[config.mk]
export PLATFORM = sky130hd
export DESIGN_NAME = adc_serial_capture
export DESIGN_NICKNAME = d
export VERILOG_FILES = /design/src/rtl/adc_serial_capture_pkg.sv /design/src/rtl/adc_serial_capture_sclk_gen.sv /design/src/rtl/adc_serial_capture.sv
export SDC_FILE = /design/constraint.sdc
export NUM_CORES = 1
export LEC_CHECK = 0
export ABC_AREA = 1
export BUFFER_PORTS_ARGS = -buffer_cell sky130_fd_sc_hd__buf_2
export CAP_MARGIN = 20
export CORE_ASPECT_RATIO = 1.5
export CORE_UTILIZATION = 45
export CTS_CLUSTER_SIZE = 10
export DETAILED_ROUTE_END_ITERATION = 12
export SETUP_SLACK_MARGIN = 0.05
export SLEW_MARGIN = 0
export SYNTH_ARGS = -nofsm -noshare
export SYNTH_HDL_FRONTEND = slang
export SYNTH_SLANG_ARGS = --single-unit
[constraint.sdc]
create_clock -name clk -period 3.6 [get_ports clk]
set_input_delay 1.08 -clock clk [delete_from_list [all_inputs] [get_ports clk]]
set_output_delay 1.08 -clock clk [all_outputs]
set_load 0.01 [all_outputs]
[src/rtl/adc_serial_capture_pkg.sv]
// Shared types and elaboration helpers for adc_serial_capture: FSM states and frame sizing.
package adc_serial_capture_pkg;

  typedef enum logic [1:0] {
    IDLE,
    SHIFT,
    DONE
  } adc_state_t;

  function automatic int unsigned frame_bits(input int unsigned lead_bits,
                                             input int unsigned data_w);
    return lead_bits + data_w;
  endfunction

  // Shortest legal period: one full frame plus the DONE and IDLE cycles.
  function automatic int unsigned min_sample_period(input int unsigned clk_div,
                                                    input int unsigned n_bits);
    return 2 * clk_div * n_bits + 2;
  endfunction

endpackage

[src/rtl/adc_serial_capture_sclk_gen.sv]
// Serial clock generator for adc_serial_capture: CLK_DIV divider, rise/fall strobes,
// bit counter and end-of-frame flag. adc_clk idles high whenever active is low.
module adc_sclk_gen #(
  parameter int unsigned CLK_DIV    = 4,
  parameter int unsigned FRAME_BITS = 16
) (
  input  logic                          clk,
  input  logic                          reset,
  input  logic                          start,
  input  logic                          active,
  output logic                          adc_clk,
  output logic                          rise,
  output logic                          fall,
  output logic [$clog2(FRAME_BITS)-1:0] bit_idx,
  output logic                          frame_end
);

  localparam int unsigned DIV_W = $clog2(CLK_DIV + 1);
  localparam int unsigned BIT_W = $clog2(FRAME_BITS);

  logic [DIV_W-1:0] div_cnt;
  logic             phase_hi;
  logic             last_div;

  assign last_div = (div_cnt == DIV_W'(CLK_DIV - 1));

  always_ff @(posedge clk) begin
    if (reset || start) begin
      div_cnt  <= '0;
      phase_hi <= 1'b0;
      bit_idx  <= '0;
    end else if (active) begin
      if (last_div) begin
        div_cnt  <= '0;
        phase_hi <= !phase_hi;
        if (phase_hi) begin
          bit_idx <= bit_idx + 1'b1;
        end
      end else begin
        div_cnt <= div_cnt + 1'b1;
      end
    end
  end

  // Strobes mark the first cycle of each phase, i.e. the cycle the pin changes level.
  assign adc_clk   = !active || phase_hi;
  assign rise      = active && phase_hi && (div_cnt == '0);
  assign fall      = active && !phase_hi && (div_cnt == '0);
  assign frame_end = active && phase_hi && last_div && (bit_idx == BIT_W'(FRAME_BITS - 1));

endmodule

[src/rtl/adc_serial_capture.sv]
// Master for ADCS7476-style serial ADCs: periodic frames, N parallel data lines, valid/ready output.
// Optional `ADC_AVG_EN: offer the mean of every 2^AVG_LOG2 frames instead of each raw frame.
module adc_serial_capture
  import adc_serial_capture_pkg::*;
#(
  parameter int unsigned DATA_W        = 12,
  parameter int unsigned LEAD_BITS     = 4,
  parameter int unsigned CHANNELS      = 1,
  parameter int unsigned CLK_DIV       = 4,
  parameter int unsigned SAMPLE_PERIOD = 20000,
  parameter int unsigned AVG_LOG2      = 2
) (
  input  logic                         clk,
  input  logic                         reset,
  input  logic                         enable,
  output logic                         adc_cs,
  output logic                         adc_clk,
  input  logic [CHANNELS-1:0]          adc_sd,
  output logic [CHANNELS*DATA_W-1:0]   out_data,
  output logic                         out_valid,
  input  logic                         out_ready,
  output logic                         overrun,
  output logic                         busy
);

  localparam int unsigned FRAME_BITS = frame_bits(LEAD_BITS, DATA_W);
  localparam int unsigned BIT_W      = $clog2(FRAME_BITS);
  localparam int unsigned PER_W      = $clog2(SAMPLE_PERIOD);

  if (CLK_DIV < 1 || AVG_LOG2 > 16 ||
      SAMPLE_PERIOD < min_sample_period(CLK_DIV, FRAME_BITS)) begin : g_param_check
    $error("adc_serial_capture: CLK_DIV, AVG_LOG2 or SAMPLE_PERIOD out of range");
  end

  adc_state_t       state, state_next;
  logic             start, active, frame_done;
  logic             rise, fall, frame_end;
  logic [BIT_W-1:0] bit_idx;
  logic [PER_W-1:0] period_cnt;

  always_ff @(posedge clk) begin
    if (reset || !enable) begin
      period_cnt <= '0;
    end else if (period_cnt == PER_W'(SAMPLE_PERIOD - 1)) begin
      period_cnt <= '0;
    end else begin
      period_cnt <= period_cnt + 1'b1;
    end
  end

  always_ff @(posedge clk) begin
    if (reset) begin
      state <= IDLE;
    end else begin
      state <= state_next;
    end
  end

  always_comb begin
    state_next = state;
    start      = 1'b0;
    unique case (state)
      IDLE: begin
        if (enable && period_cnt == '0) begin
          state_next = SHIFT;
          start      = 1'b1;
        end
      end
      SHIFT:   if (frame_end) state_next = DONE;
      DONE:    state_next = IDLE;
      default: state_next = IDLE;
    endcase
  end

  assign active     = (state == SHIFT);
  assign frame_done = (state == DONE);
  assign adc_cs     = !active;
  assign busy       = active;

  adc_sclk_gen #(
    .CLK_DIV    (CLK_DIV),
    .FRAME_BITS (FRAME_BITS)
  ) u_sclk_gen (
    .clk       (clk),
    .reset     (reset),
    .start     (start),
    .active    (active),
    .adc_clk   (adc_clk),
    .rise      (rise),
    .fall      (fall),
    .bit_idx   (bit_idx),
    .frame_end (frame_end)
  );

  logic [DATA_W-1:0]          shift_q [CHANNELS];
  logic [CHANNELS*DATA_W-1:0] frame_data;

  // Shift registers clear at the first falling edge so an aborted frame leaves nothing behind.
  always_ff @(posedge clk) begin
    for (int unsigned c = 0; c < CHANNELS; c++) begin
      if (fall && bit_idx == '0) begin
        shift_q[c] <= '0;
      end else if (rise && bit_idx >= BIT_W'(LEAD_BITS)) begin
        shift_q[c] <= {shift_q[c][DATA_W-2:0], adc_sd[c]};
      end
    end
  end

  always_comb begin
    frame_data = '0;
    for (int unsigned c = 0; c < CHANNELS; c++) begin
      frame_data[c*DATA_W +: DATA_W] = shift_q[c];
    end
  end

  logic                       offer;
  logic [CHANNELS*DATA_W-1:0] offer_data;

`ifdef ADC_AVG_EN
  localparam int unsigned SUM_W = DATA_W + AVG_LOG2;

  logic [SUM_W-1:0]    acc_q   [CHANNELS];
  logic [SUM_W-1:0]    acc_sum [CHANNELS];
  logic [AVG_LOG2-1:0] frame_cnt;

  always_comb begin
    offer      = frame_done && (frame_cnt == '1);
    offer_data = '0;
    for (int unsigned c = 0; c < CHANNELS; c++) begin
      acc_sum[c] = acc_q[c] + SUM_W'(frame_data[c*DATA_W +: DATA_W]);
      offer_data[c*DATA_W +: DATA_W] = acc_sum[c][SUM_W-1:AVG_LOG2];
    end
  end

  // Disabling only clears once idle, so a frame already in flight still accumulates.
  always_ff @(posedge clk) begin
    if (reset || (!enable && state == IDLE)) begin
      frame_cnt <= '0;
      for (int unsigned c = 0; c < CHANNELS; c++) acc_q[c] <= '0;
    end else if (frame_done) begin
      frame_cnt <= frame_cnt + 1'b1;
      for (int unsigned c = 0; c < CHANNELS; c++) acc_q[c] <= offer ? '0 : acc_sum[c];
    end
  end
`else
  assign offer      = frame_done;
  assign offer_data = frame_data;
`endif

  always_ff @(posedge clk) begin
    if (reset) begin
      out_valid <= 1'b0;
      out_data  <= '0;
      overrun   <= 1'b0;
    end else if (offer) begin
      if (!out_valid || out_ready) begin
        out_data  <= offer_data;
        out_valid <= 1'b1;
      end else begin
        overrun <= 1'b1;
      end
    end else if (out_ready) begin
      out_valid <= 1'b0;
    end
  end

endmodule

==> flow_metrics.env <==
export IMPL_placement_rows=31
export IMPL_die_width_um=60.3
export IMPL_grt_pass1_wl_mm=6.75
export IMPL_die_area_um2=5400
export IMPL_internal_power_w=0.000757
export IMPL_pre_cts_ws_ps=1370
export IMPL_tritoncts_num_buffers=5
export IMPL_cts_root_buf="sky130_fd_sc_hd__clkbuf_8"
export IMPL_core_region_area_um2=4850
export IMPL_avgSynthCellArea_um2=7.58
export IMPL_vias_per_cell=4.63
export IMPL_globalplace_congestion=0.800
export IMPL_grt_start_max_net_pins=18
export IMPL_final_period_utilization_pct=64.2
export IMPL_tritoncts_clock_tree="built"
export IMPL_source_to_sink_clock_delay_at_the_later_pin_of_the_worst_skew_pair_ps=300
export IMPL_clock_group_share_of_total_power_pct=33.5
export IMPL_syn_to_final_growth_pct=11.2
export IMPL_drtAntennaViolNets=0
export IMPL_synth_main_ff_cell="sky130_fd_sc_hd__dfxtp_1"
export IMPL_total_nets_final=338
export IMPL_worstMarginPinSlew_ps=483
export IMPL_route_detailed_wl_per_inst_um=10.1
export IMPL_ys_async_sr_fraction_pct=0
export IMPL_synthCells=303
export IMPL_yosysWarningCount=0
export IMPL_globalRouteOverflowTotal=0
export IMPL_synth_sequential_area_ratio_pct=49.7
export IMPL_flop_and_latch_count_out_of_synthesis=51
export IMPL_starting_utilization_of_the_core_area_pct=47.4
export IMPL_fin_hold_ws_ps=449
export IMPL_p_leak_nw=1.03
export IMPL_route_final_wire_length_mm=3.99
export IMPL_die_boundary_height_um=89.5
export IMPL_boundaryPins=22
export IMPL_pwr_share_seq_pct=61.0
export IMPL_worstSetupStartpoint="state[0]"
export IMPL_post_cts_setup_buffer_count=0
export IMPL_post_cts_resize_count=0
export IMPL_clock_path_buffers=2
export IMPL_post_route_cells_drive_above_1_share_pct=13.1
export IMPL_critPathLaunchType="flip-flop"
export IMPL_drt_iter0_drc=49
export IMPL_clk_transition_reported_paths_ps=100
export IMPL_holdCritStartpoint="u_sclk_gen.div_cnt[2]"
export IMPL_max_h_tree_level=2
export IMPL_switching_share_pct=24.2
export IMPL_drtPass1Iterations=4
export IMPL_crit_arrival_ps=1230
export IMPL_fin_setup_tns_ps=0
export IMPL_vias=1823
export IMPL_finalSetupViolCount=0
export IMPL_global_route_usage_total_pct=16.9
export IMPL_cts_hold_repair_buffers=0
export IMPL_crit_path_max_fanout=7
export IMPL_report_final_hold_viol_count=0
export IMPL_rsz0062_at_grt="false"
export IMPL_power_ir_vdd_worst_mv=0.210
export IMPL_holdCritPathClass="flip-flop to flip-flop"
export IMPL_pwr_density_cell_nw_per_um2=391
export IMPL_synth_cell_type_count=23
export IMPL_postLayoutSetupSlackWorst_ps=1290
export IMPL_max_cap_violations=0
export IMPL_worst_slew_margin_rel_pct=67.7
export IMPL_place_hpwl_mm=3.05
export IMPL_critical_path_required_ps=2520
export IMPL_port_buffers=21
export IMPL_synth_cell_area_um2=2300
export IMPL_switchingPower_w=0.000241
export IMPL_syn_num_nets=314
export IMPL_tritoncts_num_sinks=51
export IMPL_setup_worst_path_end_class="output port"
export IMPL_timing_worst_setup_path_type="flip-flop to output port"
export IMPL_final_cell_count_no_fill=394
export IMPL_drcViolationCount=0
export IMPL_slew_violations=0
export IMPL_r2r_start="u_sclk_gen.div_cnt[0]"
export IMPL_finalWorstPathRequiredPeriod_ps=2310
export IMPL_synth_enable_flop_cells=12
export IMPL_antenna_cells=0
export IMPL_fmax_mhz=433
export IMPL_dpl_cell_count=386
export IMPL_result_of_the_run="completed"
export IMPL_antenna_found_initial=0
export IMPL_number_of_global_route_vias_before_repair=1638
export IMPL_timing_clock_skew_ps=5.00
export IMPL_combPwrFrac_pct=5.5
==> registers in the layout, summed over array words and instances (netlist names) <==
name,count
state,2
out_data,12
overrun,1
out_valid,1
u_sclk_gen.div_cnt,3
u_sclk_gen.bit_idx,4
shift_q,12
u_sclk_gen.phase_hi,1
period_cnt,15
==> cells in the mapped netlist (2+ instances only) <==
library cell,count,area (µm²)
sky130_fd_sc_hd__nor2_1,76,285
sky130_fd_sc_hd__nand2_1,52,195
sky130_fd_sc_hd__inv_1,44,165
sky130_fd_sc_hd__dfxtp_1,39,781
sky130_fd_sc_hd__nand3_1,15,75.1
sky130_fd_sc_hd__o21ai_0,14,70.1
sky130_fd_sc_hd__edfxtp_1,12,360
sky130_fd_sc_hd__a21oi_1,11,55.1
sky130_fd_sc_hd__nor2_2,10,62.6
sky130_fd_sc_hd__nand4_1,8,50.1
sky130_fd_sc_hd__ha_1,6,75.1
sky130_fd_sc_hd__xor2_1,3,26.3
sky130_fd_sc_hd__clkbuf_1,2,7.51
sky130_fd_sc_hd__o21bai_1,2,15.0
==> layout by cell type (no fill, tap or decap) <==
cell type | netlist | routed
sky130_fd_sc_hd__nor2_1 | 76 | 76
sky130_fd_sc_hd__nand2_1 | 52 | 52
sky130_fd_sc_hd__inv_1 | 44 | 44
sky130_fd_sc_hd__dfxtp_1 | 39 | 39
sky130_fd_sc_hd__buf_2 | 1 | 21
sky130_fd_sc_hd__nand3_1 | 15 | 15
sky130_fd_sc_hd__o21ai_0 | 14 | 14
sky130_fd_sc_hd__edfxtp_1 | 12 | 12
sky130_fd_sc_hd__a21oi_1 | 11 | 11
sky130_fd_sc_hd__nor2_2 | 10 | 10
sky130_fd_sc_hd__nand4_1 | 8 | 8
sky130_fd_sc_hd__ha_1 | 6 | 6
sky130_fd_sc_hd__clkbuf_8 | 0 | 5
sky130_fd_sc_hd__xor2_1 | 3 | 3
sky130_fd_sc_hd__o21bai_1 | 2 | 2
sky130_fd_sc_hd__clkinvlp_4 | 0 | 2
sky130_fd_sc_hd__or3_4 | 1 | 1
sky130_fd_sc_hd__a31oi_1 | 1 | 1
sky130_fd_sc_hd__nor2_4 | 1 | 1
sky130_fd_sc_hd__xnor2_1 | 1 | 1
sky130_fd_sc_hd__or2_2 | 1 | 1
sky130_fd_sc_hd__nor4_1 | 1 | 1
sky130_fd_sc_hd__inv_6 | 0 | 1
sky130_fd_sc_hd__buf_4 | 1 | 1
==> per-layer routing <==
metal,up-vias,track usage (%),routed length [µm]
met5,-,0,0
met4,0,7.61,79
met3,6,4.34,114
met2,24,31.1,2080
met1,802,17.4,1720
li1,991,-,-
==> power groups by stage <==
stage | Sequential (W) | Combinational, W | Clock, W
final | 0.000609 | 0.0000550 | 0.000335
after global routing | 0.000611 | 0.0000651 | 0.000369
after CTS | 0.000609 | 0.0000565 | 0.000347
after detailed placement | 0.000622 | 0.0000562 | 0
after global placement | 0.000622 | 0.0000557 | 0
after floorplan | 0.000620 | 0.0000384 | 0
==> critical path, cell delays in order, from the launching register on <==
cell	delay (ps)
sky130_fd_sc_hd__dfxtp_1	390
sky130_fd_sc_hd__nand2_1	140
sky130_fd_sc_hd__inv_1	190
sky130_fd_sc_hd__nand2_1	70
sky130_fd_sc_hd__buf_2	140
==> logic make-up (layout without fill, tap and decap cells) <==
logic type / count (synthesis) / after routing / synth area share [%]
buffers and inverters: 49 / 74 / 8.55
AO/OA/AOI/OAI: 28 / 28 / 6.37
adder cells (fa/ha/maj): 6 / 6 / 3.27
AND/OR/NAND/NOR: 165 / 165 / 30.6
flip-flops: 51 / 51 / 49.7
XOR/XNOR: 4 / 4 / 1.53
==> through the flow <==
step           instance area (µm²)  total power (W)  util, %
6_report                      2550         0.000999     52.7
5_1_grt                       2550          0.00104     52.7
4_1_cts                       2550          0.00101     52.7
3_5_place_dp                  2460         0.000679     50.8
3_3_place_gp                  2460         0.000678     50.8
2_1_floorplan                 2300         0.000659        -
==> area by class of cell <==
cell class | instances | area (µm²)
multi-input cells | 203 | 960
fillers | 497 | 2290
flip-flops and latches | 51 | 1140
clock buffers | 5 | 68.8
repair buffers | 22 | 113
well taps | 66 | 82.6
inverters | 44 | 165
clock inverters | 3 | 23.8
==> path summary, 6_finish.rpt <==
path | endpoint | depth (start not counted) | slack [ps]
setup / recovery | adc_clk | 4 | 1290
hold / removal | u_sclk_gen.div_cnt[2] | 2 | 450
setup reg to reg | shift_q[0][3] | 6 | 1870
hold reg to reg | u_sclk_gen.div_cnt[2] | 2 | 450
Power figures use the tool's default switching activity.
